===== config.mk =====
export PLATFORM = sky130hd
export DESIGN_NAME = hazard_control_unit
export DESIGN_NICKNAME = d
export VERILOG_FILES = /design/src/rtl/hazard_control_unit_pkg.sv /design/src/rtl/hazard_control_unit_load_use_detect.sv /design/src/rtl/hazard_control_unit.sv
export SDC_FILE = /design/constraint.sdc
export NUM_CORES = 1
export LEC_CHECK = 0
export ABC_CLOCK_PERIOD_IN_PS = 1800
export CELL_PAD_IN_SITES_DETAIL_PLACEMENT = 1
export CELL_PAD_IN_SITES_GLOBAL_PLACEMENT = 2
export CORE_AREA = 2 2 70 72
export CTS_CLUSTER_DIAMETER = 30
export DETAILED_ROUTE_END_ITERATION = 6
export DIE_AREA = 0 0 72 74
export PLACE_DENSITY_LB_ADDON = 0.05
export SYNTH_ARGS = -nofsm -noshare
export SYNTH_HDL_FRONTEND = slang
export SYNTH_SLANG_ARGS = --single-unit

===== constraint.sdc =====
create_clock -name CLK -period 1.8 [get_ports CLK]
set_input_delay 0.36 -clock CLK [delete_from_list [all_inputs] [get_ports CLK]]
set_output_delay 0.36 -clock CLK [all_outputs]
set_load 0.1 [all_outputs]

===== src/rtl/hazard_control_unit_pkg.sv =====
// Shared pipeline-control types for the 5-stage MIPS datapath:
// hazard FSM states, hazard rule classification and per-stage enable/flush pair.
package hazard_control_unit_pkg;

    localparam logic [1:0] ST_RUN    = 2'd0;
    localparam logic [1:0] ST_DWAIT  = 2'd1;
    localparam logic [1:0] ST_HALTED = 2'd2;

    typedef enum logic [1:0] {
        RUN    = ST_RUN,
        DWAIT  = ST_DWAIT,
        HALTED = ST_HALTED
    } hazard_state_t;

    // Winning hazard condition for the current cycle, highest priority first.
    typedef enum logic [2:0] {
        R_FROZEN,
        R_DMISS,
        R_HALT,
        R_REDIRECT,
        R_IMISS,
        R_LOAD_USE,
        R_ADVANCE
    } hazard_rule_t;

    typedef struct packed {
        logic enable;
        logic flush;
    } pipe_ctrl_t;

    function automatic pipe_ctrl_t ctrl(input logic en, input logic fl);
        pipe_ctrl_t c;
        c.enable = en;
        c.flush  = fl;
        return c;
    endfunction

endpackage


===== src/rtl/hazard_control_unit_load_use_detect.sv =====
// Combinational load-use comparator: the load in EX writes a register read by ID.
module load_use_detect
    import hazard_control_unit_pkg::*;
(
    input  logic       dren_ex,
    input  logic [4:0] rt_ex,
    input  logic [4:0] rs_id,
    input  logic [4:0] rt_id,
    output logic       load_use
);

    // $zero is never a real dependency.
    assign load_use = dren_ex && (rt_ex != '0) && ((rt_ex == rs_id) || (rt_ex == rt_id));

endmodule


===== src/rtl/hazard_control_unit.sv =====
// Pipeline enable/flush generation with dcache-wait FSM, watchdog and sticky halt.
// Optional statistics counters are enabled by defining HAZARD_STATS_EN.
module hazard_control_unit
    import hazard_control_unit_pkg::*;
#(
    parameter int unsigned WATCHDOG_CYCLES = 1024,
    parameter int unsigned CNT_W           = 32
)(
    input  logic       CLK,
    input  logic       nRST,
    input  logic       ihit,
    input  logic       dhit,
    input  logic       dREN_ID_EX,
    input  logic [4:0] Rt_ID_EX,
    input  logic [4:0] Rs_IF_ID,
    input  logic [4:0] Rt_IF_ID,
    input  logic       dREN_EX_MEM,
    input  logic       dWEN_EX_MEM,
    input  logic       pc_redirect_EX,
    input  logic       halt_EX_MEM,
    output logic       pc_enable,
    output logic       enable_IF_ID,
    output logic       flush_IF_ID,
    output logic       enable_ID_EX,
    output logic       flush_ID_EX,
    output logic       enable_EX_MEM,
    output logic       flush_EX_MEM,
    output logic       enable_MEM_WB,
    output logic       halted,
    output logic       mem_timeout
`ifdef HAZARD_STATS_EN
   ,output logic [CNT_W-1:0] stall_cycles,
    output logic [CNT_W-1:0] flush_events,
    output logic [CNT_W-1:0] dwait_cycles
`endif
);

    localparam int unsigned       WC_W     = $clog2(WATCHDOG_CYCLES + 1);
    localparam logic [WC_W-1:0]   WD_LIMIT = WC_W'(WATCHDOG_CYCLES);
    localparam logic [WC_W-1:0]   WC_ONE   = WC_W'(1);

    hazard_state_t   state, state_next;
    hazard_rule_t    rule;
    logic [WC_W-1:0] wait_cnt, wait_cnt_next;
    logic            dmiss, load_use;
    pipe_ctrl_t      if_id, id_ex, ex_mem;
    logic            mem_wb_en, pc_en;

    assign dmiss = (dREN_EX_MEM || dWEN_EX_MEM) && !dhit;

    load_use_detect u_load_use (
        .dren_ex  (dREN_ID_EX),
        .rt_ex    (Rt_ID_EX),
        .rs_id    (Rs_IF_ID),
        .rt_id    (Rt_IF_ID),
        .load_use (load_use)
    );

    always_comb begin
        rule = R_ADVANCE;
        if (state == HALTED)       rule = R_FROZEN;
        else if (dmiss)            rule = R_DMISS;
        else if (halt_EX_MEM)      rule = R_HALT;
        else if (pc_redirect_EX)   rule = R_REDIRECT;
        else if (!ihit)            rule = R_IMISS;
        else if (load_use)         rule = R_LOAD_USE;
    end

    always_comb begin
        pc_en     = 1'b1;
        if_id     = ctrl(1'b1, 1'b0);
        id_ex     = ctrl(1'b1, 1'b0);
        ex_mem    = ctrl(1'b1, 1'b0);
        mem_wb_en = 1'b1;
        case (rule)
            R_FROZEN, R_DMISS: begin
                pc_en     = 1'b0;
                if_id     = ctrl(1'b0, 1'b0);
                id_ex     = ctrl(1'b0, 1'b0);
                ex_mem    = ctrl(1'b0, 1'b0);
                mem_wb_en = 1'b0;
            end
            R_HALT: begin
                pc_en  = 1'b0;
                if_id  = ctrl(1'b0, 1'b0);
                id_ex  = ctrl(1'b0, 1'b0);
                ex_mem = ctrl(1'b0, 1'b1);
            end
            R_REDIRECT: begin
                if_id = ctrl(1'b1, 1'b1);
                id_ex = ctrl(1'b1, 1'b1);
            end
            // ID/EX loads a bubble while fetch and decode hold.
            R_IMISS, R_LOAD_USE: begin
                pc_en = 1'b0;
                if_id = ctrl(1'b0, 1'b0);
                id_ex = ctrl(1'b1, 1'b1);
            end
            default: ;
        endcase
    end

    always_comb begin
        state_next    = state;
        wait_cnt_next = wait_cnt;
        case (rule)
            R_FROZEN: ;
            R_DMISS: begin
                state_next = DWAIT;
                if (state == DWAIT && wait_cnt != WD_LIMIT)
                    wait_cnt_next = wait_cnt + WC_ONE;
            end
            R_HALT: begin
                state_next    = HALTED;
                wait_cnt_next = '0;
            end
            default: begin
                state_next    = RUN;
                wait_cnt_next = '0;
            end
        endcase
    end

    always_ff @(posedge CLK or negedge nRST) begin
        if (!nRST) begin
            state       <= RUN;
            wait_cnt    <= '0;
            mem_timeout <= 1'b0;
        end else begin
            state    <= state_next;
            wait_cnt <= wait_cnt_next;
            if (wait_cnt_next == WD_LIMIT)
                mem_timeout <= 1'b1;
        end
    end

    assign pc_enable     = pc_en;
    assign enable_IF_ID  = if_id.enable;
    assign flush_IF_ID   = if_id.flush;
    assign enable_ID_EX  = id_ex.enable;
    assign flush_ID_EX   = id_ex.flush;
    assign enable_EX_MEM = ex_mem.enable;
    assign flush_EX_MEM  = ex_mem.flush;
    assign enable_MEM_WB = mem_wb_en;
    assign halted        = (state == HALTED);

`ifdef HAZARD_STATS_EN
    // R_FROZEN matches none of these, so counters hold while halted.
    always_ff @(posedge CLK or negedge nRST) begin
        if (!nRST) begin
            stall_cycles <= '0;
            flush_events <= '0;
            dwait_cycles <= '0;
        end else begin
            if ((rule == R_IMISS || rule == R_LOAD_USE) && stall_cycles != '1)
                stall_cycles <= stall_cycles + CNT_W'(1);
            if (rule == R_REDIRECT && flush_events != '1)
                flush_events <= flush_events + CNT_W'(1);
            if (rule == R_DMISS && dwait_cycles != '1)
                dwait_cycles <= dwait_cycles + CNT_W'(1);
        end
    end
`endif

endmodule


==> results.cfg, run 1 <==
[synthesis]
synth_top_area_share_pct = 32.8
synth_top_cell_by_area = dfrtp_1
syn-cell-area_sq_um = 1070
synth_edf_count = 0
synth_cell_types = 43
async_flop_share_pct = 100
ys.flop_type = dfrtp_1
synth-seq-cells = 14
yosysWarningCount = 0
syn_area_per_cell_sq_um = 8.83
synth_common_cells = dfrtp_1 (14), nor2_1 (11), xor2_1 (10)
ys_seq_area_share_pct = 32.8
yosysMostFrequentCell = dfrtp_1
synthTopCellsByArea = dfrtp_1 (33%), xor2_1 (8.2%), nor2_1 (3.9%)
synth_cells = 121
syn-num-nets = 147

[global_routing]
busiest_layer = met2
met1_usage_pct = 19.2
grt_pass1_vias = 1396
grtUsageMet2_pct = 30.8
use_met3_pct = 3.39
grt_remaining_overflow = 0
grt_pass1_wl_um = 6640
globalRouteTotalUtil_pct = 16.3
grt_max_degree = 15
grt_antenna_before_repair = 0

[route]
wl_um = 4350
vias = 1325
drc = 0
initialDrtViolationCount = 30
firstDrtPassIters = 4
ant_nets = 0
wl_per_cell_um = 16.0
viasPerCell = 4.87

[finish]
nets = 246
synthToLayoutAreaGrowth_pct = 122
diodes = 0
fin_util_pct = 51.5
layout-drive-gt1-share_pct = 60.1

[floorplanning]
core-area_sq_um = 4600
die-height_um = 74
dieArea_sq_um = 5330
initial_core_util_pct = 23.2
rows = 25
num_io_pins = 34
die_w_um = 72

[pwr]
p_per_area_nw_per_um2 = 865
leakage_nw = 1.07
peakVddDrop_v = 0.000680

[sta]
slew_viol_final = 0
slew_headroom_pct = 55.0
finalClockSkew_ns = 0.00462
max_slew.worst_pin.slew_ns = 0.666
fin_crit_sh_pct = 114
finalHoldViolations = 0
layout_min_cycle_time_ns = 2.05
setup_viol = 15
worst_slack_ns = -0.254
rsz0062_at_grt = true
setup_tns_ns = -2.18
max_freq_mhz = 487

[setup_path]
cpMostUsedCell = buf_6
crit_buf_inv = 3
cpMaxStageDelayCell = or4_4
worst_ep_arrival_time_ns = 1.69
crit_start = Rt_ID_EX[0]
r2r-start = wait_cnt[3]
max_stage_delay_ns = 0.54
cp_top_family = simple AND/OR/NAND/NOR gates
cp-start-kind = input pin
critPathKind = in -> out
crit_path_end_kind = output port
path_max_fanout = 2
cp.required_ns = 1.44
crit_path_cell_trace = buf_6 -> or4_4 -> o21ai_4 -> o21ai_2 -> buf_6 -> a21boi_4 -> buf_12

[cts]
cts_buffers = 3
cts_tree = built
cts_sinks = 14
cts_root_buffer = clkbuf_8
clk_path_buf_depth = 2
path_clk_slew_ns = 0.06
clk_latency_ns = 0.25
cts_hold_buf = 0
cts.htree.levels = 1

[place]
hpwlAfterDp_um = 2990
portBuffers = 33
place_congestion = 0.799

[outcome]
violations = setup timing
status = finished with violations

[run]
maxCapViolations = 0

[hold_path]
hold_class = in -> async
## sequential cells by signal, summed over array words and instances (netlist names)
| signal | cells |
|---|---|
| mem_timeout | 1 |
| state | 2 |
| wait_cnt | 11 |
## cells in the final DEF (no fill, tap or decap), types with 5 or more instances in the layout
cell type / n
buf_6: 15
buf_12: 11
dlygate4sd2_1: 9
nor2_1: 9
o21ai_0: 7
xor2_1: 9
dfrtp_1: 13
buf_4: 46
nand2_1: 5
## through the flow
stage                     hold WS [ns]  power [mW]  cell area (sq um)  setup WS [ns]  cells
after floorplan                 0.0644       0.962               1120         -0.765    121
after global placement           0.525        1.49               1890         -0.795    245
after detailed placement         0.528        1.50               1890         -0.833    245
after CTS                        0.433        1.97               2180         -0.298    260
after global routing             0.440        2.14               2370         -0.364    272
final                            0.429        2.05               2370         -0.254    272
## routing by layer
metal / part of all wire, % / vias to the layer above
met2: 55 / 19
met4: 1.1 / 0
met1: 41 / 657
met3: 2.6 / 6
li1: - / 643
met5: 0 / -
## area by class of cell
class                      instances  area (sq um)
sequential                        14           352
clock buffer                       3          41.3
fill                             515          2230
tap                               54          67.6
timing repair buffer              94           925
inverter                           7          38.8
multi-input combinational        100           946
## power by group
part / switching [mW] / internal (mW) / total [mW]
logic: 0.747 / 0.682 / 1.43
registers: 0.0227 / 0.341 / 0.364
clock network: 0.109 / 0.148 / 0.257
## final timing paths
| kind | to | slack [ns] | depth (start not counted) |
|---|---|---|---|
| setup / recovery | pc_enable | -0.25 | 7 |
| hold / removal | wait_cnt[10] | 0.43 | 2 |
| setup reg to reg | mem_timeout | -0.25 | 8 |
| hold reg to reg | mem_timeout | 0.54 | 2 |
| max in group asynchronous | state[0] | 1.17 | 2 |
| min in group CLK | mem_timeout | 0.54 | 2 |
## logic make-up after synthesis
logic type      after synthesis  share of synthesized area [%]
xor+xnor                     13                           10.7
flops                        14                           32.8
fa+ha+maj                     2                           2.34
buf+inv                       8                           3.51
simple gates                 51                           26.9
compound gates               32                           22.8
mux                           1                          0.937
## worst reg2reg max path, stage by stage, from the launching register on
cell and delay, ns:
dfrtp_1 0.41, buf_6 0.14, and4_4 0.23, buf_6 0.10, and3_4 0.20, nand4_1 0.13, o21ai_0 0.34, a21oi_4 0.11
o41ai_2 0.30
## timing repair
action                     CTS  global route
gates resized for setup     81            29
pin swaps                   32            24
setup buffers               12            13
gates cloned                 1             0
setup endpoints to repair   17            17
Note: power is estimated with default switching activity, not from simulation.
==> inputs of run 2 (changes only) <==
--- a/config.mk
+++ b/config.mk
@@ -15,4 +15,5 @@
 export PLACE_DENSITY_LB_ADDON = 0.05
 export SYNTH_ARGS = -nofsm -noshare
 export SYNTH_HDL_FRONTEND = slang
+export SYNTH_HIERARCHICAL = 1
 export SYNTH_SLANG_ARGS = --single-unit
==> results.cfg, run 2 <==
[floorplanning]
initial_core_util_pct = 23.1
num_io_pins = 34
core-area_sq_um = 4600
die-height_um = 74
die_w_um = 72
dieArea_sq_um = 5330
rows = 25

[place]
portBuffers = 33
dpl_cell_area_sq_um = 1940
hpwlAfterDp_um = 3250
place_congestion = 0.791
place_inst = 244
post-place-ws_ns = -1.12

[synthesis]
syn_area_per_cell_sq_um = 9.31
async_flop_share_pct = 100
synth_common_cells = dfrtp_1 (14), inv_1 (8), nand3_1 (8)
ys_seq_area_share_pct = 33.0
synthTopCellsByArea = dfrtp_1 (33%), xnor2_1 (5.8%), xor2_1 (5.0%)
synth_top_area_share_pct = 33.0
synth-seq-cells = 14
yosysMostFrequentCell = dfrtp_1
synth_edf_count = 0
syn-cell-area_sq_um = 1060
ys.flop_type = dfrtp_1
synth_cells = 114
syn-num-nets = 140
yosysWarningCount = 6
synth_cell_types = 45
synth_top_cell_by_area = dfrtp_1

[setup_path]
crit_buf_inv = 2
reg2reg_depth = 9
r2r-start = state[1]
max_stage_delay_ns = 0.32
r2r_end = mem_timeout
cpMaxStageDelayCell = nor4b_4
cp_top_family = compound AO/OA/AOI/OAI gates
rrSetupSlack_ns = -0.27
critPathKind = in -> reg
cp-start-kind = input pin
crit_path_end_kind = flip-flop
crit_path_cell_trace = buf_6 -> xor2_2 -> nor3_2 -> nand3_1 -> a21oi_2 -> a21oi_2 -> buf_4 -> o31a_1 -> nor4b_4 -> xnor2_2 -> nor3_2 -> a41o_1
path_max_fanout = 2
cp.required_ns = 1.94
worst_ep_arrival_time_ns = 2.41

[sta]
fin_crit_sh_pct = 126
finalHoldViolations = 0
max_slew.worst_pin.slew_ns = 0.508
worst_slack_ns = -0.465
layout_min_cycle_time_ns = 2.27
rsz0062_at_grt = true
finalClockSkew_ns = 0.00189
setup_tns_ns = -2.08
slew_headroom_pct = 65.9
max_freq_mhz = 441
setup_viol = 9
holdWs_ns = 0.420
slew_viol_final = 0

[cts]
cts_hold_buf = 0
clk_path_buf_depth = 2
cts_tree = built
cts.htree.levels = 1
cts_root_buffer = clkbuf_8
path_clk_slew_ns = 0.06
cts_buffers = 3
clk_latency_ns = 0.25
cts_sinks = 14

[global_routing]
grt_pass1_wl_um = 6870
globalRouteTotalUtil_pct = 17.1
grt_antenna_before_repair = 0
grt_max_degree = 15
grt_pass1_vias = 1425
grt_remaining_overflow = 0

[finish]
fin_area_sq_um = 2250
reg_top3 = wait_cnt (11), state (2), mem_timeout (1)
fin_util_pct = 49.0
top_register = wait_cnt
multi_input_area_sq_um = 847
mostFrequentLayoutCells = buf_4 (47), buf_6 (14), dfrtp_1 (13), buf_12 (11), nand3_1 (8)
layoutNonFillerInstCount = 260
synthToLayoutAreaGrowth_pct = 112
final_common_cell = buf_4
largest_reg_flops = 11
fillers = 490
nets = 233
layout-drive-gt1-share_pct = 60.7
ff_latch_area_sq_um = 352
diodes = 0

[pwr]
peakVddDrop_v = 0.000520
power_mw = 2.05
p_per_area_nw_per_um2 = 909
leakage_nw = 1.02

[route]
initialDrtViolationCount = 55
firstDrtPassIters = 4
drc = 0
vias = 1292
wl_per_cell_um = 16.5
ant_nets = 0
viasPerCell = 4.97
wl_um = 4280

[run]
maxCapViolations = 0

[outcome]
status = finished with violations
violations = setup timing

[hold_path]
hold_class = in -> async
-- run 2: cell count changes after synthesis, sizes merged, moves of 4 or more --
cell	before	now
xor2	10	6
o21ai	10	4
o31ai	0	6
nand3	2	8
or3	4	0
nor2	11	5
xnor2	3	7
-- run 2: worst reg2reg max path: stages (launching register included) --
cell      delay, ns
dfrtp_2        0.45
nand2b_4       0.09
buf_4          0.11
inv_4          0.03
buf_4          0.15
o31a_1         0.31
nor4b_4        0.32
xnor2_2        0.18
nor3_2         0.07
a41o_1         0.25
-- run 2: cell type report --
cell class                      instances  area share [%]
Clock buffer                            4            2.44
Inverter                                9            1.78
Multi-Input combinational cell         90            37.6
Sequential cell                        14            15.6
Tap cell                               54            3.00
Timing Repair Buffer                   89            39.6
-- run 2: how the worst max path moves through the flow --
| stage | startpoint | end | slack (ns) | cells after the start |
|---|---|---|---|---|
| after floorplan | Rt_ID_EX[0] | flush_ID_EX | -0.45 | 6 |
| after global placement | Rt_ID_EX[0] | mem_timeout | -1.06 | 12 |
| after detailed placement | Rt_ID_EX[0] | mem_timeout | -1.12 | 12 |
| after CTS | Rt_ID_EX[3] | pc_enable | -0.42 | 8 |
| after global routing | Rt_IF_ID[3] | mem_timeout | -0.57 | 12 |
| final | Rt_IF_ID[3] | mem_timeout | -0.47 | 12 |
-- run 2: repair_timing --
action                                  4_1_cts  5_1_grt
pin swaps                                    30       23
setup buffers                                 9        7
resized for setup                            82       20
endpoints found under the setup margin       12       15
hold endpoints to repair                      0        0
-- run 2: cell families after synthesis --
family	after synthesis	share of synthesized area, %
XOR/XNOR	13	10.7
adder cells (fa/ha/maj)	2	2.36
AO/OA/AOI/OAI	30	21.0
multiplexers	1	0.943
flip-flops	14	33.0
AND/OR/NAND/NOR	44	27.8
buffers and inverters	10	4.13
-- run 2: power by group --
group / switching, mW / total (mW) / leakage (nW) / internal, mW
Clock: 0.125 / 0.320 / 0.0288 / 0.194
Combinational: 0.742 / 1.35 / 0.802 / 0.612
Sequential: 0.0320 / 0.373 / 0.191 / 0.341
-- run 2: per-layer routing --
metal  vias to the layer above  routed length, um  GRT usage, %
li1                        608                  -             -
met1                       640               1680          18.1
met2                        35               2300          32.1
met3                         9                186          3.25
met4                         0                121          9.43
met5                         -                  0             0
